==> src/rtl/cm150_pkg.sv <==
// Shared definitions for the CM150 16:1 inverting-mux scan controller.
package cm150_pkg;

    localparam int CM150_N     = 16;
    localparam int CM150_SEL_W = 4;

    // Which bit of the select bus drives each mux select pin
    localparam int CM150_PIN_Q = 0;
    localparam int CM150_PIN_R = 1;
    localparam int CM150_PIN_S = 2;
    localparam int CM150_PIN_T = 3;

    typedef enum logic [1:0] {
        st_idle,
        st_chk,
        st_scan,
        st_hold
    } state_t;

    function automatic logic [CM150_SEL_W-1:0] sel_pins(input logic [CM150_SEL_W-1:0] idx);
        logic [CM150_SEL_W-1:0] p;
        p = '0;
        p[CM150_PIN_Q] = idx[0];
        p[CM150_PIN_R] = idx[1];
        p[CM150_PIN_S] = idx[2];
        p[CM150_PIN_T] = idx[3];
        return p;
    endfunction

endpackage

==> src/rtl/cm150_settle_cnt.sv <==
// Settle counter: counts 0..SETTLE while enabled, ticks on the terminal count.
module cm150_settle_cnt #(
    parameter int SETTLE = 1
) (
    input  logic clk,
    input  logic rst,
    input  logic en,
    output logic tick
);

    localparam logic [3:0] settle_last = 4'(SETTLE);

    logic [3:0] cnt;

    assign tick = en && (cnt == settle_last);

    // Held at zero outside the scan so each scan starts from a clean count
    always_ff @(posedge clk) begin
        if (rst || !en || tick) begin
            cnt <= '0;
        end else begin
            cnt <= cnt + 4'd1;
        end
    end

endmodule

==> src/rtl/cm150_scan_ctrl.sv <==
// Scan controller for the CM150 16:1 inverting mux: strobe check, 16-input
// scan with settle time, and a valid/ready word output.
//
// state   | meaning
// idle    | strobe high, waiting for start_i
// chk     | strobe high, mux output must read 1
// scan    | strobe low, stepping index 0..15 with settle
// hold    | word presented, waiting for ready_i
module cm150_scan_ctrl
    import cm150_pkg::*;
#(
    parameter int SETTLE = 1
) (
    input  logic                   clk,
    input  logic                   rst,
    input  logic                   start_i,
    output logic [CM150_SEL_W-1:0] sel_o,
    output logic                   strobe_o,
    input  logic                   mux_i,
    output logic                   busy_o,
    output logic                   valid_o,
    input  logic                   ready_i,
    output logic [CM150_N-1:0]     word_o,
    output logic                   err_o
);

    localparam logic [CM150_SEL_W-1:0] last_index = CM150_SEL_W'(CM150_N - 1);

    state_t                 state, state_nx;
    logic [CM150_SEL_W-1:0] index, index_nx;
    logic [CM150_SEL_W-1:0] sel_nx;
    logic                   strobe_nx;
    logic                   busy_nx;
    logic                   valid_nx;
    logic [CM150_N-1:0]     word_nx;
    logic                   err_nx;
    logic                   tick;

    cm150_settle_cnt #(
        .SETTLE(SETTLE)
    ) u_settle (
        .clk  (clk),
        .rst  (rst),
        .en   (state == st_scan),
        .tick (tick)
    );

    always_ff @(posedge clk) begin
        if (rst) begin
            state    <= st_idle;
            index    <= '0;
            sel_o    <= '0;
            strobe_o <= 1'b1;
            busy_o   <= 1'b0;
            valid_o  <= 1'b0;
            word_o   <= '0;
            err_o    <= 1'b0;
        end else begin
            state    <= state_nx;
            index    <= index_nx;
            sel_o    <= sel_nx;
            strobe_o <= strobe_nx;
            busy_o   <= busy_nx;
            valid_o  <= valid_nx;
            word_o   <= word_nx;
            err_o    <= err_nx;
        end
    end

    always_comb begin
        state_nx  = state;
        index_nx  = index;
        sel_nx    = sel_o;
        strobe_nx = strobe_o;
        busy_nx   = busy_o;
        valid_nx  = valid_o;
        word_nx   = word_o;
        err_nx    = err_o;

        case (state)
            st_idle: begin
                sel_nx    = '0;
                strobe_nx = 1'b1;
                if (start_i) begin
                    state_nx = st_chk;
                    busy_nx  = 1'b1;
                    err_nx   = 1'b0;
                end
            end

            st_chk: begin
                // With strobe high a healthy mux must output 1
                if (!mux_i) begin
                    err_nx = 1'b1;
                end
                state_nx  = st_scan;
                index_nx  = '0;
                sel_nx    = sel_pins('0);
                strobe_nx = 1'b0;
            end

            st_scan: begin
                if (tick) begin
                    word_nx[index] = ~mux_i;
                    if (index == last_index) begin
                        state_nx  = st_hold;
                        index_nx  = '0;
                        valid_nx  = 1'b1;
                        busy_nx   = 1'b0;
                        strobe_nx = 1'b1;
                        sel_nx    = '0;
                    end else begin
                        index_nx = index + 1'b1;
                        sel_nx   = sel_pins(index + 1'b1);
                    end
                end
            end

            st_hold: begin
                if (ready_i) begin
                    state_nx = st_idle;
                    valid_nx = 1'b0;
                end
            end

            default: begin
                state_nx = st_idle;
            end
        endcase
    end

endmodule

==> config.mk <==
export PLATFORM = sky130hd
export DESIGN_NAME = cm150_scan_ctrl
export DESIGN_NICKNAME = d
export VERILOG_FILES = /design/src/rtl/cm150_pkg.sv /design/src/rtl/cm150_settle_cnt.sv /design/src/rtl/cm150_scan_ctrl.sv
export SDC_FILE = /design/constraint.sdc
export NUM_CORES = 1
export LEC_CHECK = 0
export ABC_AREA = 1
export BUFFER_PORTS_ARGS = -buffer_cell sky130_fd_sc_hd__buf_2
export CAP_MARGIN = 15
export CORE_MARGIN = 2
export CORE_UTILIZATION = 35
export CTS_BUF_LIST = sky130_fd_sc_hd__clkbuf_2 sky130_fd_sc_hd__clkbuf_4 sky130_fd_sc_hd__clkbuf_8
export DETAILED_ROUTE_END_ITERATION = 8
export HOLD_SLACK_MARGIN = 0.03
export PLACE_DENSITY = 0.6
export SETUP_SLACK_MARGIN = 0.4
export SLEW_MARGIN = 20
export SYNTH_ARGS = -nofsm -noshare
export SYNTH_HDL_FRONTEND = slang
export SYNTH_SLANG_ARGS = --single-unit
==> constraint.sdc <==
create_clock -name clk -period 1.9 [get_ports clk]
set_input_delay 0 -clock clk [delete_from_list [all_inputs] [get_ports clk]]
set_output_delay 0 -clock clk [all_outputs]
set_load 0.005 [all_outputs]
==> Yosys cells after proc, flatten, opt, wreduce, memory -nomap -nowiden <==
Cells that the tools add are included.
{ "classes": {"add_sub_neg": 2, "order_cmp": 2, "eq_ne": 10, "muxes": 24, "bitwise_logic": 1, "reduce_logical": 21} }
{ "ops": {"columns": ["op", "count"], "rows": [
  ["bitwise mux 16 bit", 1],
  ["one-hot mux 4 bit (2 select lines)", 2],
  ["AND reduction 4 bit", 3],
  ["!= test 2 bit (second input constant)", 5],
  ["nonzero test 2 bit", 5],
  ["2-to-1 mux 1 bit", 9],
  ["adder 4 x 1 -> 4 bit (second input constant)", 2],
  ["2-to-1 mux 2 bit", 4],
  ["2-to-1 mux 4 bit", 2],
  ["one-hot mux 2 bit (4 select lines)", 1],
  ["one-hot mux 1 bit (2 select lines)", 3],
  ["AND reduction 2 bit", 3],
  ["AND reduction 3 bit", 2],
  ["less-than comparator 4 x 5 -> 1 bit (second input constant)", 1],
  ["demux 1 bit (select 4 bit)", 1],
  ["== test 2 bit (second input constant)", 2],
  ["== test 4 x 1 -> 1 bit (second input constant)", 1],
  ["== test 4 bit (second input constant)", 1],
  ["greater-or-equal comparator 4 x 1 -> 1 bit (second input constant)", 1],
  ["one-hot mux 1 bit (3 select lines)", 1],
  ["nonzero test 3 bit", 1],
  ["== test 2 x 1 -> 1 bit (second input constant)", 1],
  ["logical AND 1 bit", 2],
  ["logical NOT 2 bit", 1],
  ["4 further kinds", 5]
]} }
{ "totals": {"regBits": 34, "in_bits": 5, "output_inout_bits": 24, "word_cells": 69} }

==> Depth between registers and ports, before layout <==
{ "logic_depth": {"depth_word": 5, "ltp_mapped": 9, "mapped_depth_nobuf": 9} }

==> Hierarchy <==
Synthesis repeated with hierarchy kept, for this count alone.
{ "unflattened": {"cells_unflattened": 213, "hier_area_um2": 1595.3} }
{ "modules_own_cells": {"columns": ["module", "n_inst", "cells_per_inst", "area_per_inst_um2", "seq_area_each_um2"], "rows": [
  ["cm150_scan_ctrl", 1, 188, 1405.1, 600.6],
  ["cm150_settle_cnt", 1, 25, 190.2, 80.1]
]} }

==> Worst setup path after synthesis <==
No wires, ideal clock.
{ "synth_path": {"path_kind": "flip-flop to flip-flop", "from": "register state[0]", "to": "register sel_o[2]", "setup_ps": 116, "arrival_ps": 1192, "t_required_ps": 1784, "setup_slack_ps": 592, "stages_incl_launch_ff": 8, "path_buffers": 1, "period_less_slack_ps": 1308, "cell_sequence": "dfxtp_1 inv_1 ha_1 nand4_1 buf_4 nand2_2 o21ai_0 nor2_1"} }
{ "synth_between": {"elab_chain_cells": 4, "elab_cells_between_ends": 9, "classes_between": "3 x eq/ne; 1 x mux; 5 x reduce/logical"} }
{ "synth_lines": {"columns": ["element", "line", "rtl"], "rows": [
  ["start: declaration", "cm150_scan_ctrl.sv:29", "state_t state, state_nx;"],
  ["start signal: assignment", "cm150_scan_ctrl.sv:50", "state <= st_idle;"],
  ["start signal: assignment", "cm150_scan_ctrl.sv:59", "state <= state_nx;"],
  ["== test 2 bit (tied with other cells)", "cm150_scan_ctrl.sv:44, cm150_scan_ctrl.sv:80", null],
  ["logical AND 1 bit / OR reduction 2 bit (equally long branches)", null, null],
  ["!= test 2 bit (no source line) / nonzero test 2 bit (equally long branches)", null, null],
  ["AND reduction 2 bit (no source line)", null, null],
  ["end signal: assignment", "cm150_scan_ctrl.sv:61", "sel_o <= sel_nx;"],
  ["end: declaration", "cm150_scan_ctrl.sv:17", "output logic [CM150_SEL_W-1:0] sel_o,"]
]} }
Parallel ways exist; a longest one is shown, timed or not.
A chain may end at the register's enable or synchronous reset.

==> Worst setup path in the final report <==
{ "layout_path": {"from": "register state[1]", "to": "register strobe_o"} }
{ "layout_between": {"elab_chain_cells": 4, "elab_cells_between_ends": 9, "classes_between": "4 x eq/ne; 1 x mux; 4 x reduce/logical"} }
{ "layout_lines": {"columns": ["element", "line", "rtl"], "rows": [
  ["== test 2 bit", "cm150_scan_ctrl.sv:44, cm150_scan_ctrl.sv:80", null],
  ["logical AND 1 bit", "cm150_settle_cnt.sv:15", "assign tick = en && (cnt == settle_last);"],
  ["!= test 2 bit (no source line)", null, null],
  ["AND reduction 3 bit (no source line)", null, null],
  ["end signal: assignment", "cm150_scan_ctrl.sv:62", "strobe_o <= strobe_nx;"],
  ["end: declaration", "cm150_scan_ctrl.sv:18", "output logic strobe_o,"]
]} }
Parallel ways exist; a longest one is shown, timed or not.

==> Flow_metrics.wiki <==
{| class="wikitable"
! Metric !! Value
|-
| Total number of clock tree sinks || 34
|-
| Async set-reset flop share out of synthesis || 0%
|-
| FF-to-FF setup slack || around 0.52 ns
|-
| Total number of placement rows || 25
|-
| Count of buffers inserted at the top-level ports || 28
|-
| Crit path kind || reg2reg
|-
| Number of antenna cells inserted || 0
|-
| Routed length per placed instance || 10.7 um
|-
| Maximum level of the CTS H-tree || 2
|-
| I/O pin cnt || 29
|-
| Fillcell total || 495
|-
| Category of the worst setup path launch point || flop
|-
| Top cells by instance count after synthesis || 45 x nand2_1, 42 x nor2_1, 34 x dfxtp_1
|-
| Final RePlAce weighted congestion || 0.878
|-
| Most area-hungry cell type in the Yosys netlist || dfxtp_1
|-
| Max stage delay cell, worst path || dfxtp_2
|-
| Area after detailed placement || 1910 um2
|-
| Worst slew pin tran || 0.541 ns
|-
| Post-synthesis sequential area ratio || 39.8%
|-
| Count of nets left with antenna violations after detail routing || 0
|-
| Post-route total power || 0.00248 W
|-
| Hold slack final || 0.0502 ns
|-
| Starting density of the core || 36.2%
|-
| Crit path buffers/inverters || 2
|-
| DP HPWL || around 2700 um
|-
| Wire length of the first global-routing pass || 6170 um
|-
| Later-pin clock latency in the skew report || about 0.29 ns
|-
| Unrepaired setup endpoints after global routing || yes
|-
| Number of global-route vias before repair || between 1,000 and 1,500
|-
| Largest cells by area after synthesis || dfxtp_1 40%, nand2_1 9.9%, nor2_1 9.2%
|-
| Netlist area before placement || 1710 um2
|-
| Clock tree from TritonCTS || yes
|-
| Number of antenna violations at the first check in global routing || 0
|-
| Power density normalized to cell area || 1170 nW/um2
|-
| Max IR drop VDD || 0.720 mV
|-
| Final Hold Viols || 0
|-
| Fraction of the cycle the final worst path needs || approximately 73%
|-
| 1st-pass router iterations || 4
|-
| Required arrival time at the worst endpoint || 2.05 ns
|-
| Syn Nets || 258
|-
| Vias per std cell || 4.59
|-
| Slew Limit Headroom || a little under two thirds
|-
| Maximum operating frequency || 725 MHz
|-
| Residual DRC || 0
|-
| Clock transition at path regs || 0.08 ns
|-
| Minimum clock period || 1.38 ns
|-
| Pre-CTS WS || about 0.29 ns
|-
| Violation count after the first detailed-route iteration || 96
|-
| Root buffer cell || clkbuf_8
|-
| Worst path arrival time || 1.53 ns
|-
| Setup ws final || 0.520 ns
|-
| Cell-by-cell trace of the critical path || inv_1 -> ha_1 -> inv_1 -> nand2_1 -> nand2_2 -> o21ai_1 -> nand2_1 -> nand2_1 -> nand3_1
|-
| Number of distinct library cells after synthesis || 24
|-
| Outcome || finished clean
|-
| Post-route cell area || 2120 um2
|-
| TritonCTS Buffers || 5
|-
| Peak fanout along the critical path || 4
|-
| Top flip-flop cell by instance count after synthesis || dfxtp_1
|-
| Aggregate global routing overflow || 0
|-
| Count of nets after finishing || 292
|-
| Layout Skew || 0.00867 ns
|-
| Chip Height || between 70 and 80 um
|-
| Total routing usage reported by global routing || 14.6%
|-
| Area added between synthesis and finish || 24.1%
|-
| Critical path's top delay family || simple AND/OR/NAND/NOR gates
|-
| Horizontal extent of the die || around 74 um
|-
| Pin count of the biggest net entering global routing || 31
|-
| Yosys top cell area share || between 30% and 40%
|-
| CTS Buffer Depth || 2
|-
| Core outline area || 4720 um2
|-
| Leakage component of the power || around 0.93 nW
|-
| Final setup violation count || 0
|-
| Most used cell, CP || nand2_1
|-
| Fraction of layout instances using a drive strength above 1 || 21.6%
|-
| Number of max-cap violations || 0
|-
| Register bit total from synthesis || 34
|-
| Synth Instances || roughly 240
|-
| Number of warnings reported in the yosys synthesis log || 0
|-
| Summed negative setup slack over all endpoints || 0 ns
|-
| Worst min-delay path class || in2reg
|-
| Die footprint || ~5500 um2
|-
| Max-slew violations || 0
|-
| Worst Setup End Kind || flop
|-
| Post-synthesis area per instance || 7.04 um2
|-
| Largest incremental delay on the critical path || 0.35 ns
|-
| Number of enable flip-flop cells after synthesis || 0
|-
| Total length of routed wires || 3710 um
|-
| Total via count after detailed routing || 1,585
|-
| Most frequently used cell type in the post-synthesis netlist || nand2_1
|}
==> worst register-to-register path, cell delays in order (launching register included) <==
cell and delay [ns]:
dfxtp_2 0.35, inv_1 0.10, ha_1 0.23, inv_1 0.09, nand2_1 0.12, nand2_2 0.09, o21ai_1 0.10, nand2_1 0.07
nand2_1 0.05, nand3_1 0.05
==> sequential cells by signal (all words and copies together), names as in the netlist <==
register / count
word_o: 16
index: 4
sel_o: 4
u_settle.cnt: 4
state: 2
busy_o: 1
err_o: 1
strobe_o: 1
valid_o: 1
==> cells by family after synthesis <==
family	after synthesis	share of synthesized area [%]
AOI/OAI and AO/OA	32	9.51
xor gates and xnor gates	2	1.02
buffers and inverters	36	8.92
and+or+nand+nor	129	33.4
adders and majority gates	10	7.32
DFF	34	39.8
==> power breakdown <==
group	total (W)	switching, W	internal [W]	leakage, nW
sequential	0.000911	0.0000972	0.000814	0.277
clock	0.000662	0.000276	0.000386	0.0579
combinational	0.000902	0.000564	0.000339	0.595
==> worst paths after layout <==
| kind | from | end | cells after the start |
|---|---|---|---|
| setup / recovery | state[1] | strobe_o | 9 |
| hold / removal | rst | sel_o[0] | 2 |
| hold reg to reg | strobe_o | strobe_o | 2 |
| setup reg to reg | state[1] | strobe_o | 9 |
==> routing by layer <==
| layer | vias up | wire (um) | track usage (%) |
|---|---|---|---|
| met5 | - | 0 | 0 |
| met4 | 0 | 51 | 4.85 |
| met3 | 8 | 152 | 3.84 |
| met2 | 31 | 1680 | 24.2 |
| met1 | 693 | 1820 | 18.3 |
| li1 | 853 | - | - |
==> timing repair <==
action | in CTS | in global routing
cloned | 0 | 1
pin swaps | 0 | 2
hold endpoints to repair | 2 | 0
gates resized for setup | 3 | 12
hold buffers | 2 | 0
buffers inserted | 0 | 2
endpoints found under the setup margin | 25 | 26
==> cell usage in the layout, fill, tap and decap left out, types with 7 or more instances in the layout <==
cell      n
nand3_1  14
o21ai_0  15
ha_1      7
nor3_1   13
dfxtp_1  31
inv_1    22
buf_2    28
nand4_1   8
a21oi_1  14
nand2_1  43
nor2_1   42
==> through the flow <==
| step | util [%] | instances |
|---|---|---|
| 2_1_floorplan | - | 243 |
| 3_3_place_gp | 40.3 | 332 |
| 3_5_place_dp | 40.3 | 332 |
| 4_1_cts | 43.2 | 342 |
| 5_1_grt | 45.0 | 345 |
| 6_report | 45.0 | 345 |
==> final cells by class <==
class	count	area (um2)	area share (%)
clock inverter	3	40.0	1.89
inverter	27	101	4.77
multi-input combinational	173	910	42.8
sequential	34	684	32.2
clock buffer	5	68.8	3.24
timing repair buffer	36	235	11.1
tap	67	83.8	3.95
(Power assumes the default switching activity.)
